### config.mk
export PLATFORM = sky130hd
export DESIGN_NAME = pipe_hazard_ctrl
export DESIGN_NICKNAME = d
export VERILOG_FILES = /design/src/rtl/pipe_hazard_ctrl.sv
export SDC_FILE = /design/constraint.sdc
export NUM_CORES = 1
export LEC_CHECK = 0
export BUFFER_PORTS_ARGS = -buffer_cell sky130_fd_sc_hd__clkbuf_2
export CAP_MARGIN = 30
export CORE_AREA = 5 5 62 105
export DETAILED_ROUTE_END_ITERATION = 12
export DIE_AREA = 0 0 67 110
export PLACE_DENSITY = 0.71
export SYNTH_ARGS = -nofsm -noshare
export SYNTH_HDL_FRONTEND = slang
export SYNTH_SLANG_ARGS = --single-unit
export TNS_END_PERCENT = 1
### constraint.sdc
create_clock -name clk -period 3.5 [get_ports clk]
set_input_delay 0.175 -clock clk [delete_from_list [all_inputs] [get_ports clk]]
set_output_delay 0.175 -clock clk [all_outputs]
set_load 0.02 [all_outputs]
### src/rtl/pipe_hazard_ctrl.sv
// Pipeline hazard controller: EXE operand forwarding, load-use stall sequencing,
// redirect flushes and saturating stall/flush performance counters.
module pipe_hazard_ctrl #(
    parameter int REG_ADDR_W = 5,
    parameter int LOAD_LAT   = 1,
    parameter int CNT_W      = 16
) (
    input  logic                  clk,
    input  logic                  arst_n,
    input  logic                  enable,
    input  logic [REG_ADDR_W-1:0] id_rs,
    input  logic [REG_ADDR_W-1:0] id_rt,
    input  logic                  id_rs_used,
    input  logic                  id_rt_used,
    input  logic [REG_ADDR_W-1:0] ex_rs,
    input  logic [REG_ADDR_W-1:0] ex_rt,
    input  logic [REG_ADDR_W-1:0] ex_waddr,
    input  logic                  ex_reg_write,
    input  logic                  ex_mem_read,
    input  logic [REG_ADDR_W-1:0] mem_waddr,
    input  logic                  mem_reg_write,
    input  logic [REG_ADDR_W-1:0] wb_waddr,
    input  logic                  wb_reg_write,
    input  logic                  redirect,
    input  logic                  cnt_clr,
    output logic                  pc_en,
    output logic                  if_id_en,
    output logic                  id_ex_bubble,
    output logic                  flush_if_id,
    output logic                  flush_id_ex,
    output logic                  flush_ex_mem,
    output logic [1:0]            fwd_a,
    output logic [1:0]            fwd_b,
    output logic                  stall_busy,
    output logic [CNT_W-1:0]      stall_cycles,
    output logic [CNT_W-1:0]      flush_events
);

    typedef enum logic [0:0] {
        IDLE  = 1'b0,
        STALL = 1'b1
    } state_t;

    localparam logic [2:0] LAT_M1_C = 3'(LOAD_LAT - 1);
    localparam logic       MULTI_C  = (LOAD_LAT > 1);
    localparam logic [REG_ADDR_W-1:0] R0_C = {REG_ADDR_W{1'b0}};
    localparam logic [CNT_W-1:0] CNT_MAX_C = {CNT_W{1'b1}};
    localparam logic [CNT_W-1:0] CNT_ONE_C = {{(CNT_W-1){1'b0}}, 1'b1};

    state_t          state_r;
    state_t          state_nxt_s;
    logic [2:0]      scnt_r;
    logic [2:0]      scnt_nxt_s;
    logic            hazard_s;
    logic            stall_s;
    logic            flush_s;
    logic [CNT_W-1:0] stall_cnt_r;
    logic [CNT_W-1:0] flush_cnt_r;

    // MEM result is younger than WB data, so it wins when both match.
    function automatic logic [1:0] fwd_sel(
        input logic [REG_ADDR_W-1:0] src,
        input logic                  m_we,
        input logic [REG_ADDR_W-1:0] m_wa,
        input logic                  w_we,
        input logic [REG_ADDR_W-1:0] w_wa
    );
        logic [1:0] sel;
        if (m_we && (m_wa != R0_C) && (m_wa == src)) begin
            sel = 2'b10;
        end else if (w_we && (w_wa != R0_C) && (w_wa == src)) begin
            sel = 2'b01;
        end else begin
            sel = 2'b00;
        end
        return sel;
    endfunction

    // Operand forwarding selects for both EXE sources.
    always_comb begin
        fwd_a = fwd_sel(ex_rs, mem_reg_write, mem_waddr, wb_reg_write, wb_waddr);
        fwd_b = fwd_sel(ex_rt, mem_reg_write, mem_waddr, wb_reg_write, wb_waddr);
    end

    // Load-use hazard detection against the load sitting in EXE.
    always_comb begin
        hazard_s = ex_mem_read && ex_reg_write && (ex_waddr != R0_C) &&
                   ((id_rs_used && (id_rs == ex_waddr)) ||
                    (id_rt_used && (id_rt == ex_waddr)));
    end

    // Stall sequencer next state; redirect beats any stall, disable freezes everything.
    always_comb begin
        state_nxt_s = state_r;
        scnt_nxt_s  = scnt_r;
        stall_s     = 1'b0;
        flush_s     = 1'b0;
        if (!enable) begin
            state_nxt_s = state_r;
        end else if (redirect) begin
            flush_s     = 1'b1;
            state_nxt_s = IDLE;
            scnt_nxt_s  = 3'd0;
        end else begin
            case (state_r)
                IDLE: begin
                    if (hazard_s) begin
                        stall_s = 1'b1;
                        if (MULTI_C) begin
                            state_nxt_s = STALL;
                            scnt_nxt_s  = LAT_M1_C;
                        end else begin
                            state_nxt_s = IDLE;
                        end
                    end else begin
                        state_nxt_s = IDLE;
                    end
                end
                STALL: begin
                    stall_s = 1'b1;
                    if (scnt_r <= 3'd1) begin
                        state_nxt_s = IDLE;
                        scnt_nxt_s  = 3'd0;
                    end else begin
                        scnt_nxt_s  = scnt_r - 3'd1;
                    end
                end
                default: begin
                    state_nxt_s = IDLE;
                    scnt_nxt_s  = 3'd0;
                end
            endcase
        end
    end

    // Pipeline control outputs derived from the cycle's stall/flush decision.
    always_comb begin
        pc_en        = enable && !stall_s;
        if_id_en     = enable && !stall_s;
        id_ex_bubble = stall_s;
        flush_if_id  = flush_s;
        flush_id_ex  = flush_s;
        flush_ex_mem = flush_s;
        stall_busy   = (state_r == STALL);
    end

    // Sequencer state register.
    always_ff @(posedge clk or negedge arst_n) begin
        if (!arst_n) begin
            state_r <= IDLE;
            scnt_r  <= 3'd0;
        end else begin
            state_r <= state_nxt_s;
            scnt_r  <= scnt_nxt_s;
        end
    end

    // Saturating performance counters; clear outranks counting and enable.
    always_ff @(posedge clk or negedge arst_n) begin
        if (!arst_n) begin
            stall_cnt_r <= {CNT_W{1'b0}};
            flush_cnt_r <= {CNT_W{1'b0}};
        end else if (cnt_clr) begin
            stall_cnt_r <= {CNT_W{1'b0}};
            flush_cnt_r <= {CNT_W{1'b0}};
        end else begin
            if (stall_s && (stall_cnt_r != CNT_MAX_C)) begin
                stall_cnt_r <= stall_cnt_r + CNT_ONE_C;
            end
            if (flush_s && (flush_cnt_r != CNT_MAX_C)) begin
                flush_cnt_r <= flush_cnt_r + CNT_ONE_C;
            end
        end
    end

    assign stall_cycles = stall_cnt_r;
    assign flush_events = flush_cnt_r;

endmodule

# [Word level (Yosys, flattened, before mapping)]
# Cells that the tools add are included.
[word_totals] latchBits=0 mem_count=0 mem_bits_ro=0 inputBits=46 output_inout_bits=43 mem_bits_rw=0 reg_bits=36 elab_cells=60
[op_classes] addsub=3 div_mod_pow=0 bitwise_logic=1 n_mul=0 n_reduce_logical=23 n_lt_le_gt_ge=1 eq_ne=8 mux=20 shifts=0
[op_table] op="two-way mux 16 bit" n=4
[op_table] op="adder 16 x 1 -> 16 bit (second input constant)" n=2
[op_table] op="!= test 16 bit (second input constant)" n=2
[op_table] op="== test 5 bit" n=6
[op_table] op="nonzero test 5 bit" n=3
[op_table] op="logical AND 1 bit" n=14
[op_table] op="two-way mux 1 bit" n=9
[op_table] op="two-way mux 3 bit" n=3
[op_table] op="nonzero test 2 bit" n=3
[op_table] op="two-way mux 2 bit" n=2
[op_table] op="case mux 1 bit (2 select lines)" n=2
[op_table] op="<= comparator 3 x 1 -> 1 bit (second input constant)" n=1
[op_table] op="subtractor 3 x 1 -> 3 bit (second input constant)" n=1
[op_table] op="AND reduction 2 bit" n=1
[op_table] op="zero test 1 bit" n=1
[op_table] op="logical OR 1 bit" n=1
[op_table] op="NOT 1 bit" n=1

# [Depth between registers and ports, before layout]
# Gate-level depths: netlist of run 1.
[depth] ltp_word=11 depth_mapped=8

# [Worst setup path after synthesis of run 1]
# No wires, ideal clock.
[synth_path] path_kind="reg2reg" start="register stall_cnt_r[7], in the netlist stall_cycles[7]" end="register stall_cnt_r[9], in the netlist stall_cycles[9]" period_less_slack_ps=2045 setup_ps=125 stages_incl_launch_ff=8 arrival_ps=1920 n_path_buf=0 slack_ps=1455 required_ps=3375 path_cell_list="dfrtp_1 > and4_1 > and3_1 > nand4_1 > nand3b_4 > nor3_2 > and4_4 > mux2_4"
[synth_between] elab_chain_len=3 word_cells_on_any_way=6
[synth_rtl] item="from (decl)" line_no="57" source="logic [CNT_W-1:0] stall_cnt_r;"
[synth_rtl] item="from (signal assigned)" line_no="161" source="stall_cnt_r <= {CNT_W{1'b0}};"
[synth_rtl] item="from (signal assigned)" line_no="164" source="stall_cnt_r <= {CNT_W{1'b0}};"
[synth_rtl] item="from (signal assigned)" line_no="168" source="stall_cnt_r <= stall_cnt_r + CNT_ONE_C;"
[synth_rtl] item="adder 16 x 1 -> 16 bit or != test 16 bit (tied branches)" line_no="168, 167"
[synth_rtl] item="two-way mux 16 bit or logical AND 1 bit (tied branches)" line_no="167" source="if (stall_s && (stall_cnt_r != CNT_MAX_C)) begin"
[synth_rtl] item="two-way mux 16 bit or nonzero test 2 bit (tied branches)"
# Several ways; a longest one is shown, not always the timed one. The select of a mux whose other input is x is not followed.
# A chain may end at the register's enable or synchronous reset.

# [Worst setup path in the final report of run 1]
[layout_path] start="register stall_cnt_r[7], in the netlist stall_cycles[7]" end="register stall_cnt_r[6], in the netlist stall_cycles[6]"
[layout_between] elab_chain_len=3
[layout_rtl] item="!= test 16 bit" line_no="167"
[layout_rtl] item="logical AND 1 bit" line_no="167"
[layout_rtl] item="nonzero test 2 bit (no line)"
# No other way between the ends.

==> impl_metrics.tcl, run 1 <==
set metrics [dict create \
    seq_power_share 0.495 \
    antenna_cells 0 \
    coreArea_mm2 0.00554 \
    hpwl_um 4720 \
    ant_nets 0 \
    antenna_found_initial 0 \
    synth_edf_count 0 \
    place.gp.congestion 0.818 \
    cts.reportedPaths.clkPinSlew_ns 0.07 \
    cts_sinks 36 \
    drive_gt1_frac 0.339 \
    finalSetupViolCount 0 \
    synthTopCellsByArea "dfrtp_1 (37%), xnor2_1 (9.8%), xor2_1 (9.1%)" \
    grt_pass1_wl_um 9700 \
    synth_top_flop_cell "dfrtp_1" \
    max_freq_mhz 473 \
    synth_area_mm2 0.00241 \
    p_leak_nw 1.45 \
    rows 36 \
    cts_resized 0 \
    synth_common_cells "dfrtp_1 (36), nor2_1 (36), xnor2_1 (27)" \
    syn-instance-count 250 \
    cts_max_level 2 \
    synth_cell_types 46 \
    crit_required_ns 3.67 \
    ys_seq_elements 36 \
    p_sw_frac 0.259 \
    clockRootBuffer "clkbuf_8" \
    r2r-start "stall_cycles[7]" \
    min-delay-start "enable" \
    period_minus_slack_ns 2.11 \
    vias 2128 \
    grt_overflow 0 \
    fp.dieW_um 67 \
    grt_use_total 0.171 \
    wl_um 6030 \
    viasPerCell 5.13 \
    yosys_warnings 0 \
    worstMarginPinSlew_ns 0.794 \
    drt_iter0_markers 36 \
    crit_path_end_kind "flip-flop" \
    synth_area_leader_cell "dfrtp_1" \
    p_clk_frac 0.359 \
    slew_violations 0 \
    rsz0062_at_grt "false" \
    synth_top_area_share 0.373 \
    finClkSkew_ns 0.00587 \
    insertion_delay_ns 0.29 \
    grt_pass1_vias 2171 \
    grt_max_degree 40 \
    syn_nets 300 \
    postCtsSetupBuffers 0 \
    nets 388 \
    cp-start-kind "flip-flop" \
    avgRoutedWirePerCell_um 14.5 \
    io_buffers 88 \
    slew-limit-headroom 0.470 \
    syn_area_per_cell_um2 9.66 \
    async_flop_share 1.00 \
    start_util 0.436 \
    hold_viol 0 \
    route.detailed.drc 0 \
    numPlacedInstances 405 \
    hold_class "in -> reg" \
    crit_arrival_ns 2.29 \
    power-per-cell-area_mw_per_mm2 280 \
    status "complete, no violations" \
    fin_tns_setup_ns 0 \
    die_h_um 110 \
    fill_cells 515 \
    cts_buffers 5 \
    dieArea_mm2 0.00737 \
    crit_type "reg -> reg" \
    peakVddDrop_mv 0.197 \
    area_growth_pct 25.3 \
    comb_power_share 0.146 \
    cap_violations 0 \
    seqCellArea_um2 901 \
    timing.final.crit_share 0.604 \
    drt_pass1_iterations 4 \
    power_switching_mw 0.220 \
    critPathMaxFanout 8 \
    crit_path_start "stall_cycles[7]" \
    finalNonFillerCells 415 \
    ios 89 \
    clockBufferDepth 2 \
    multiInputGateArea_mm2 0.00145 \
    cts_tree "built" \
    yosysSeqAreaShare 0.373 \
    p_int_mw 0.628 \
]
-- layer usage --
metal | routed length [µm] | global-route usage | vias to the layer above
met3 | 391 | 0.0314 | 6
li1 | - | - | 1039
met2 | 3390 | 0.331 | 60
met5 | 0 | 0 | -
met4 | 93 | 0.0610 | 0
met1 | 2150 | 0.177 | 1023
-- registers in the layout, summed over array words and instances (netlist names) --
register,cells
stall_busy,1
flush_events,16
scnt_r,3
stall_cycles,16
-- worst max-delay path, cell delays in order (launching register included) --
cell	delay [ns]
dfrtp_1	0.43
and4_1	0.26
and3_1	0.19
nand4_1	0.17
nand3b_4	0.16
nor3b_2	0.28
and3_4	0.22
mux2_4	0.29
-- repair_timing --
item / CTS / global route
hold buffers: 0 / 1
hold endpoints to repair: 0 / 36
setup endpoints to repair: 0 / 0
-- stage by stage --
step	power [mW]	setup WS, ns	cell area (µm²)	utilization	hold slack (ns)
3_5_place_dp	0.548	1.41	2900	0.524	0.358
6_report	0.847	1.39	3030	0.546	0.239
5_1_grt	0.893	1.26	3030	0.546	0.244
2_1_floorplan	0.490	1.46	2410	-	-0.121
3_3_place_gp	0.546	1.48	2900	0.524	0.348
4_1_cts	0.862	1.40	3000	0.541	0.0339
-- final timing paths --
kind                                    end  slack (ns)  cells after the start
hold reg to reg                   scnt_r[1]        0.50                      2
setup reg to reg            stall_cycles[6]        1.39                      7
min in group asynchronous  stall_cycles[11]        0.39                      3
hold / removal                   stall_busy        0.24                      2
setup / recovery            stall_cycles[6]        1.39                      7
max in group asynchronous  stall_cycles[12]        2.92                      3
-- final cells by class --
type,instances,share of cell area
Clock buffer,6,0.0273
Clock inverter,2,0.00331
Inverter,4,0.00496
Multi-Input combinational cell,201,0.480
Sequential cell,36,0.298
Tap cell,76,0.0314
Timing Repair Buffer,90,0.156
-- cells by family after synthesis --
kind of cell             after synthesis  share of synthesized area
AND/OR/NAND/NOR                      122                      0.289
XOR/XNOR                              52                      0.189
flip-flops                            36                      0.373
AO/OA/AOI/OAI                         15                     0.0622
buffers and inverters                 13                     0.0259
multiplexers                           8                     0.0409
adder cells (fa/ha/maj)                4                     0.0207
-- layout by cell type, fill, tap and decap left out, drive strengths merged, types with 2 or more instances in the layout --
master / Yosys / routed
nor2: 37 / 37
and4: 5 / 5
clkinv: 0 / 2
nor3: 6 / 6
dfrtp: 36 / 36
o31ai: 2 / 2
xor2: 25 / 25
and3: 10 / 10
and2: 6 / 6
or4: 4 / 4
mux2i: 2 / 2
nand3: 10 / 10
mux2: 6 / 6
nand2: 18 / 18
ha: 4 / 4
clkbuf: 5 / 94
a41oi: 3 / 3
nor4b: 2 / 2
nand4: 8 / 8
nor4: 5 / 5
o21ai: 4 / 4
nor3b: 2 / 2
inv: 4 / 4
nor2b: 7 / 7
xnor2: 27 / 27
-- power groups by stage --
stage	clock (mW)	sequential [mW]	combinational, mW
finish	0.304	0.419	0.123
global route	0.337	0.419	0.137
CTS	0.321	0.419	0.122
detailed placement	0	0.427	0.121
global placement	0	0.427	0.119
floorplan	0	0.429	0.0614
(Power assumes the default switching activity.)
==> run 2: changes to the inputs <==
Settings changed: ABC_AREA set to 1, CORE_AREA 5 5 62 105 to 5 5 65 110, DIE_AREA 0 0 67 110 to 0 0 70 115, PLACE_DENSITY 0.71 to 0.72.
Clock period 3.5 ns to 1.9 ns, I/O delays scaled along.
==> impl_metrics.tcl, run 2 <==
set metrics [dict create \
    status "complete, no violations" \
    cts_sinks 36 \
    critPathMaxFanout 16 \
    syn_area_per_cell_um2 6.96 \
    grt_max_degree 37 \
    place.gp.congestion 0.911 \
    crit_type "reg -> reg" \
    p_int_mw 1.24 \
    whs_ns 0.0932 \
    r2r_cells 10 \
    cts.reportedPaths.clkPinSlew_ns 0.07 \
    fill_cells 592 \
    clockRootBuffer "clkbuf_8" \
    finClkSkew_ns 0.00374 \
    avgRoutedWirePerCell_um 13.1 \
    clockBufferDepth 2 \
    slew-limit-headroom 0.645 \
    slowest_stage "dfrtp_1" \
    hold_class "in -> reg" \
    drt_pass1_iterations 4 \
    cts_tree "built" \
    timing.final.crit_share 0.948 \
    ant_nets 0 \
    synthTopCellsByArea "dfrtp_1 (34%), nand2_1 (15%), xor2_1 (7.9%)" \
    antenna_found_initial 0 \
    r2r-start "stall_cycles[1]" \
    nets 532 \
    min-delay-start "enable" \
    cts_buffers 5 \
    io_buffers 88 \
    rows 38 \
    period_minus_slack_ns 1.80 \
    total_power_mw 1.76 \
    critPathTopFamily "simple AND/OR/NAND/NOR gates" \
    yosysSeqAreaShare 0.337 \
    timing.critical_path.buf_inv 1 \
    final_cell_mix "nand2_1 (106), clkbuf_2 (88), inv_1 (44), nor2_1 (44), dfrtp_1 (36)" \
    max_freq_mhz 555 \
    synth_common_cells "nand2_1 (108), nor2_1 (45), inv_1 (44)" \
    grt_overflow 0 \
    cap_violations 0 \
    cts_max_level 2 \
    grt_pass1_vias 2870 \
    timing.rr.end "stall_cycles[3]" \
    p_sw_frac 0.297 \
    synth_top_flop_cell "dfrtp_1" \
    max_stage_delay_ns 0.41 \
    antenna_cells 0 \
    drive_gt1_frac 0.248 \
    grt_pass1_wl_um 12500 \
    yosysMostFrequentCell "nand2_1" \
    final_common_cell "nand2_1" \
    worstMarginPinSlew_ns 0.529 \
    crit_top_cell "nand3_2" \
    area_growth_pct 26.5 \
    rsz0062_at_grt "true" \
    vias 2813 \
    comb_power_share 0.207 \
    ys_seq_elements 36 \
    cp-start-kind "flip-flop" \
    peakVddDrop_mv 0.432 \
    wl_um 7400 \
    fp.dieW_um 70 \
    viasPerCell 5.00 \
    insertion_delay_ns 0.29 \
    route.detailed.drc 0 \
    seq_power_share 0.465 \
    crit_required_ns 2.12 \
    crit_cells 10 \
    ios 89 \
    coreArea_mm2 0.00618 \
    synth_edf_count 0 \
    hpwl_um 5750 \
    synth_area_mm2 0.00267 \
    crit_chain "ha_2 > nand3_2 > nor3_4 > nand2_2 > nor2_2 > nand3_2 > nand4_4 > buf_12 > nand3_1 > nand2_1" \
    slew_violations 0 \
    p_clk_frac 0.328 \
    dieArea_mm2 0.00805 \
    critPathCapture "stall_cycles[3]" \
    syn-instance-count 384 \
    crit_path_end_kind "flip-flop" \
    syn_nets 434 \
    die_h_um 115 \
    drt_iter0_markers 66 \
    synth_area_leader_cell "dfrtp_1" \
    synth_top_area_share 0.337 \
    start_util 0.432 \
    yosys_warnings 0 \
    synth_cell_types 30 \
    finalSetupViolCount 0 \
    p_leak_nw 1.78 \
    async_flop_share 1.00 \
    r2r_slack_ns 0.1 \
    power_switching_mw 0.522 \
    crit_path_start "stall_cycles[1]" \
    crit_arrival_ns 2.03 \
    grt_use_total 0.188 \
    hold_viol 0 \
    power-per-cell-area_mw_per_mm2 521 \
]
## run 2: layout make-up
class	instances	area (µm²)	share of cell area
sequential	36	901	0.267
tap	80	100	0.0296
timing repair buffer	102	561	0.166
multi-input combinational	292	1560	0.461
inverter	45	169	0.0500
clock buffer	8	90.1	0.0267
## run 2: cells by family (layout without fill, tap and decap cells)
logic type	after synthesis	count (layout)	share of synthesized area
buf+inv	56	155	0.0885
xor+xnor	38	38	0.125
simple gates	220	220	0.366
flops	36	36	0.337
compound gates	30	30	0.0651
fa+ha+maj	4	4	0.0187
## run 2: through the flow
step / setup slack [ns] / utilization / std cells / setup TNS, ns / instance area [µm²]
2_1_floorplan: 0.0368 / - / 384 / 0 / 2670
3_3_place_gp: 0.124 / 0.525 / 553 / 0 / 3250
3_5_place_dp: 0.0523 / 0.525 / 553 / 0 / 3250
4_1_cts: 0.0302 / 0.541 / 562 / 0 / 3350
5_1_grt: -0.0164 / 0.547 / 563 / -0.0228 / 3380
6_report: 0.0991 / 0.547 / 563 / 0 / 3380
## run 2: per-layer routing
layer,track usage,vias to the layer above,part of all wire
li1,-,1423,-
met1,0.199,1281,0.38
met2,0.362,100,0.54
met3,0.0367,9,0.067
met4,0.0691,0,0.014
met5,0,-,0
## run 2: how the worst min path moves through the flow
stage | cells after the start | endpoint
floorplan | 0 | flush_events[0]
global placement | 2 | flush_events[10]
detailed placement | 2 | flush_events[10]
CTS | 2 | stall_busy
global route | 2 | stall_busy
finish | 2 | stall_busy
## run 2: timing repair
item | CTS | global route
hold endpoints to repair | 36 | 0
setup buffers | 0 | 1
gates resized for setup | 0 | 7
endpoints found under the setup margin | 0 | 21
hold buffers | 1 | 0
## run 2: power by group through the flow
stage / clock, mW / sequential, mW / combinational [mW]
after floorplan: 0 / 0.844 / 0.199
after global placement: 0 / 0.831 / 0.348
after detailed placement: 0 / 0.833 / 0.355
after CTS: 0.596 / 0.818 / 0.361
after global routing: 0.627 / 0.822 / 0.414
final: 0.577 / 0.818 / 0.364
